**src/rtl/ssp_rx_deserializer.sv**
```systemverilog
// SSP receive deserializer: samples a TI-format serial stream in the PCLK domain,
// assembles MSB-first frames and hands each one to the receive FIFO with a write strobe.
module ssp_rx_deserializer #(
  parameter int DATA_WIDTH = 8
) (
  input  logic                  PCLK,
  input  logic                  CLEAR_B,
  input  logic                  SSPCLKIN,
  input  logic                  SSPFSSIN,
  input  logic                  SSPRXD,
  input  logic                  SSPRXINTR,
  output logic [DATA_WIDTH-1:0] RxData,
  output logic                  write_ready,
  output logic                  rx_overrun,
  output logic                  rx_busy
);

  localparam int CNT_W = (DATA_WIDTH > 2) ? $clog2(DATA_WIDTH) : 1;
  localparam logic [CNT_W-1:0] LAST_BIT = CNT_W'(DATA_WIDTH - 1);

  typedef enum logic {
    IDLE,
    SHIFT
  } state_e;

  // Input sampling stage
  logic s_clk_q,   s_clk_d;
  logic clk_dly_q, clk_dly_d;
  logic s_fss_q,   s_fss_d;
  logic s_rxd_q,   s_rxd_d;

  // Protocol state
  state_e                  state_q,       state_d;
  logic [CNT_W-1:0]        bit_cnt_q,     bit_cnt_d;
  logic [DATA_WIDTH-2:0]   shift_q,       shift_d;
  logic [DATA_WIDTH-1:0]   rx_data_q,     rx_data_d;
  logic                    write_ready_q, write_ready_d;
  logic                    rx_overrun_q,  rx_overrun_d;

  logic                    fall;
  logic [DATA_WIDTH-1:0]   frame;

  // Falling edge of the peer clock as seen through the sampling stage.
  assign fall  = clk_dly_q & ~s_clk_q;
  assign frame = {shift_q, s_rxd_q};

  always_comb begin
    // NOTE: every always_comb output gets a default before any branch so no path
    // leaves a variable unassigned, which would otherwise infer a latch.
    s_clk_d       = SSPCLKIN;
    clk_dly_d     = s_clk_q;
    s_fss_d       = SSPFSSIN;
    s_rxd_d       = SSPRXD;
    state_d       = state_q;
    bit_cnt_d     = bit_cnt_q;
    shift_d       = shift_q;
    rx_data_d     = rx_data_q;
    write_ready_d = 1'b0;
    rx_overrun_d  = 1'b0;

    if (fall) begin
      unique case (state_q)
        IDLE: begin
          if (s_fss_q) begin
            state_d   = SHIFT;
            bit_cnt_d = '0;
          end
        end
        SHIFT: begin
          if (bit_cnt_q != LAST_BIT) begin
            shift_d   = frame[DATA_WIDTH-2:0];
            bit_cnt_d = bit_cnt_q + CNT_W'(1);
          end else begin
            // FIFO full at the LSB drops the frame; shifting itself never stalls.
            if (SSPRXINTR) begin
              rx_overrun_d = 1'b1;
            end else begin
              rx_data_d     = frame;
              write_ready_d = 1'b1;
            end
            bit_cnt_d = '0;
            state_d   = s_fss_q ? SHIFT : IDLE;
          end
        end
      endcase
    end
  end

  // NOTE: RxData is a single visible register, not a memory, so it is reset along
  // with the control state to give the FIFO a defined value after CLEAR_B.
  always_ff @(posedge PCLK or negedge CLEAR_B) begin
    if (!CLEAR_B) begin
      s_clk_q       <= 1'b0;
      clk_dly_q     <= 1'b0;
      s_fss_q       <= 1'b0;
      s_rxd_q       <= 1'b0;
      state_q       <= IDLE;
      bit_cnt_q     <= '0;
      shift_q       <= '0;
      rx_data_q     <= '0;
      write_ready_q <= 1'b0;
      rx_overrun_q  <= 1'b0;
    end else begin
      // NOTE: non-blocking assignments so every flop samples pre-edge values,
      // independent of statement order.
      s_clk_q       <= s_clk_d;
      clk_dly_q     <= clk_dly_d;
      s_fss_q       <= s_fss_d;
      s_rxd_q       <= s_rxd_d;
      state_q       <= state_d;
      bit_cnt_q     <= bit_cnt_d;
      shift_q       <= shift_d;
      rx_data_q     <= rx_data_d;
      write_ready_q <= write_ready_d;
      rx_overrun_q  <= rx_overrun_d;
    end
  end

  assign RxData      = rx_data_q;
  assign write_ready = write_ready_q;
  assign rx_overrun  = rx_overrun_q;
  assign rx_busy     = (state_q == SHIFT);

endmodule
```
**config.mk**
```make
export PLATFORM = sky130hd
export DESIGN_NAME = ssp_rx_deserializer
export DESIGN_NICKNAME = d
export VERILOG_FILES = /design/src/rtl/ssp_rx_deserializer.sv
export SDC_FILE = /design/constraint.sdc
export NUM_CORES = 1
export LEC_CHECK = 0
export ABC_CLOCK_PERIOD_IN_PS = 1700
export CAP_MARGIN = 30
export CORE_MARGIN = 3
export CORE_UTILIZATION = 49
export DETAILED_ROUTE_END_ITERATION = 10
export PLACE_DENSITY = 0.75
export SYNTH_ARGS = -nofsm -noshare
export SYNTH_HDL_FRONTEND = slang
export SYNTH_SLANG_ARGS = --single-unit
```
**constraint.sdc**
```tcl
create_clock -name PCLK -period 1.7 [get_ports PCLK]
set_input_delay 0.51 -clock PCLK [delete_from_list [all_inputs] [get_ports PCLK]]
set_output_delay 0.51 -clock PCLK [all_outputs]
set_load 0.01 [all_outputs]
```
* Yosys cells after proc, flatten, opt, wreduce, memory -nomap -nowiden
Index checks and enable logic that the tools add are counted.
** Word-level totals
- Register bits :: 25
- Output and inout port bits :: 11
- Logic and storage cells :: 35
** Operators by class
- Add/subtract/negate cells :: 1
- Equal/unequal tests :: 2
- Multiplexer cells :: 14
- Bitwise operators :: 5
- Reduce and logical (&&, ||, !) cells :: 3
** Operator list (number)
- two-way mux 1 bit :: 10
- two-way mux 3 bit :: 2
- case mux 3 bit (2 select lines) :: 1
- NOT 1 bit :: 4
- AND reduction 4 bit :: 1
- adder 3 x 1 -> 3 bit, second input constant :: 1
- inequality test 3 bit, second input constant :: 1
- AND reduction 3 bit :: 1
- inequality test 2 bit, second input constant :: 1
- case mux 1 bit (2 select lines) :: 1
- AND reduction 2 bit :: 1
- AND 1 bit :: 1

* Logic depth before layout (Yosys ltp)
- Word-level depth :: 4
- Depth in mapped cells :: 5
- Mapped depth without buffers :: 4

* Worst setup path before layout
Ideal clock, no wire load.
- Kind :: flip-flop to flip-flop
- From :: register bit_cnt_q[0]
- To :: register rx_data_q[0] (netlist: RxData[0])
- Library setup time :: 125 ps
- Data arrival time :: 1364 ps
- Required time :: 1575 ps
- Setup slack :: 211 ps
- Cell stages (with the launch flop) :: 6
- Period minus slack after synthesis :: 1489 ps
- Cell sequence :: dfrtp_1 -> ha_1 -> ha_1 -> and3b_1 -> buf_6 -> mux2_4
** Between the ends
- Cells in the longest elaborated chain, start to end :: 3
** Ends and longest elaborated chain
- start: declaration :: line 34 : logic [CNT_W-1:0] bit_cnt_q, bit_cnt_d;
- start signal: assignment :: line 111 : bit_cnt_q <= bit_cnt_d;
- inequality test 3 bit :: line 70 : if (bit_cnt_q != LAST_BIT) begin
- NOT 1 bit (no line)
- AND reduction 4 bit (no line)
- end signal: assignment :: line 113 : rx_data_q <= rx_data_d;
- end: declaration :: line 36 : logic [DATA_WIDTH-1:0] rx_data_q, rx_data_d;
Every way passes these cells.
A chain may end at the register's enable or synchronous reset.

* Final worst setup path
Ends and elaborated chain as after synthesis.

==> impl_metrics.toml <==
[synth]
syn-cell-area_um2 = 955
synth-adder-area-share_pct = 2.62
netlist_top_cells_area = "dfrtp_1, mux2_4, mux2_1, mux2_2, a22o_1"
yosysUniqueCellTypes = 12
synth_top_area_share_pct = 65.5
synthTopCellsByCount = "dfrtp_1, mux2_4, mux2_1, mux2_2, a22o_1"
synthFlopType = "dfrtp_1"
yosysWarnings = 0
synth-simple-area-share_pct = 4.19
ys_ff_latch = 25
syn_nets = 63
post-synth-top-count-cell = "dfrtp_1"
seq_area_frac_synth_pct = 65.5
async_reset_ff_share_pct = 100
synthesis.instances = 55
synth_top_area_cell = "dfrtp_1"
synth_edf_count = 0
synth_compound_area_share_pct = 3.28
synth-xor-area-share_pct = 0
synth_area_per_cell_um2 = 17.4
muxShareOfSynthArea_pct = 22.0
synth_top_family_by_area = "multiplexers"

[hold_path]
whs_path_depth = 0
min_from = "clk_dly_d"
hold_path.class = "flop to flop"

[sta]
setup_viol = 0
fin_crit_sh_pct = 94.0
slew_viol_final = 0
skew_ns = 0.00301
setup-tns-final_ns = 0
hold_viol = 0
worst_pin_slew_ns = 0.359
rsz0062_at_grt = "false"
timing.final.ws_setup_ns = 0.102
holdWs_ns = 0.444
max_slew_margin_pct = 75.8
layout_min_cycle_time_ns = 1.60
fmax_mhz = 626

[critical_path]
slowest_stage = "dfrtp_1"
worstPathMaxFanout = 9
cp_common_cell = "ha_1"
crit_required_ns = 1.90
crit_arrival_ns = 1.80
endpoint_kind = "flop"
startpoint_type = "flop"
max_stage_delay_ns = 0.42
cp_cell_sequence = "ha_1, ha_1, and3b_1, buf_12, mux2_4"
crit_type = "flop to flop"
r2r_start = "bit_cnt_q[0]"
r2r_cells = 5
startpoint = "bit_cnt_q[0]"

[placement]
io_buffers = 16
dp_hpwl_um = 971
place_area_mm2 = 0.00116
dp_slack_ns = -0.0710
dpl.cell_count = 97
gp_congestion = 0.694

[clock_network]
numCtsBuffers = 3
cts_hold_buffers = 0
clock_latency_ns = 0.30
clk_pin_slew_ns = 0.12
cts_buffer_depth = 2
cts_root_buffer = "clkbuf_4"
cts_tree = "yes"
cts_sinks = 25
htree_levels = 1

[global_routing]
grt-busiest-layer = "met2"
grt_use_met3_pct = 2.97
track_usage_pct = 12.4
first_global_vias = 547
groute.layer.met1.usage_pct = 16.8
antenna_found_initial = 0
grt_pass1_wl_um = 2350
use_met2_pct = 18.5
grt_start_max_net_pins = 26
grt_overflow = 0

[outcome]
outcome = "completed"

[floorplanning]
start_util_pct = 53.5
die_x_um = 50.1
io_pins = 17
fp-row-count = 15
die-area_mm2 = 0.00251
core_mm2 = 0.00178
dieHeight_um = 50.1

[route]
drt_iter0_drc = 6
postRouteAntennaNets = 0
drt-vias-per-instance = 4.89
wl_per_cell_um = 13.1
drc_errors = 0
via_count = 499
routed_wl_um = 1330
first_pass_iters = 3

[finish]
finalInstanceArea_mm2 = 0.00118
layout.cells.non_filler = 102
nets = 86
diodes = 0
drive_gt1_share_pct = 24.7
area_growth_pct = 23.9

[power_and_ir_drop]
leakage_nw = 0.612
powerDensity_mw_per_mm2 = 1300
ir_drop_mv = 0.651

[job]
maxCapViolCount = 0
flip-flops by register name, summed over array words and instances, names as in the netlist:
signal and cells:
RxData 8, shift_q 7, bit_cnt_q 3, clk_dly_d 1
clk_dly_q 1, rx_busy 1, rx_overrun 1, s_fss_q 1
s_rxd_q 1, write_ready 1
stage by stage:
stage,total power (W),util [%]
after floorplan,0.00114,-
after global placement,0.00132,65.0
after detailed placement,0.00134,65.0
after CTS,0.00156,66.2
after global routing,0.00163,66.3
final,0.00154,66.3
path summary, 6_finish.rpt:
path | endpoint | slack, ns
worst max-delay path | RxData[0] | 0.10
worst min-delay path | clk_dly_q | 0.44
worst max register to register | RxData[0] | 0.10
worst min register to register | clk_dly_q | 0.44
max in group asynchronous | s_rxd_q | 0.92
min in group asynchronous | bit_cnt_q[2] | 0.55
where the power goes:
group | switching (W) | internal, W | total, W
registers | 0.000105 | 0.000770 | 0.000876
logic | 0.000147 | 0.000263 | 0.000410
clock network | 0.000159 | 0.0000913 | 0.000250
total | 0.000412 | 0.00112 | 0.00154
per-layer routing:
metal	part of all wire, %	wire [um]
met1	45	596
met2	50	664
met4	0.68	9
met5	0	0
met3	4.7	62
cell families after synthesis:
group / Yosys count
buf+inv: 2
fa+ha+maj: 2
flops: 25
simple gates: 6
mux: 16
compound gates: 4
cell type report:
| class | instances | area [um^2] |
|---|---|---|
| clock buffer | 4 | 26.3 |
| fill | 149 | 601 |
| sequential | 25 | 626 |
| tap | 25 | 31.3 |
| multi-input combinational | 28 | 307 |
| timing repair buffer | 20 | 193 |
worst max-delay path: cells and delay by family, from the launching register on:
| family | cells | cell delay (ns) |
|---|---|---|
| adders and majority gates | 2 | 0.41 |
| buffers and inverters | 1 | 0.15 |
| DFF | 1 | 0.42 |
| muxes | 1 | 0.29 |
| and+or+nand+nor | 1 | 0.22 |
placed cells by master (no fill, tap or decap), types with 2 or more instances in the layout:
cell	instances
a22o_1	3
and3b_1	2
buf_4	3
clkbuf_4	3
clkdlybuf4s50_1	5
dfrtp_1	25
dlygate4sd2_1	10
ha_1	2
mux2_1	4
mux2_2	4
mux2_4	8
nor2b_1	2
timing repair:
action / in CTS / in global routing
resized for setup: 10 / 1
setup endpoints to repair: 10 / 1
buffers inserted: 1 / 0
Power figures use the tool's default switching activity.
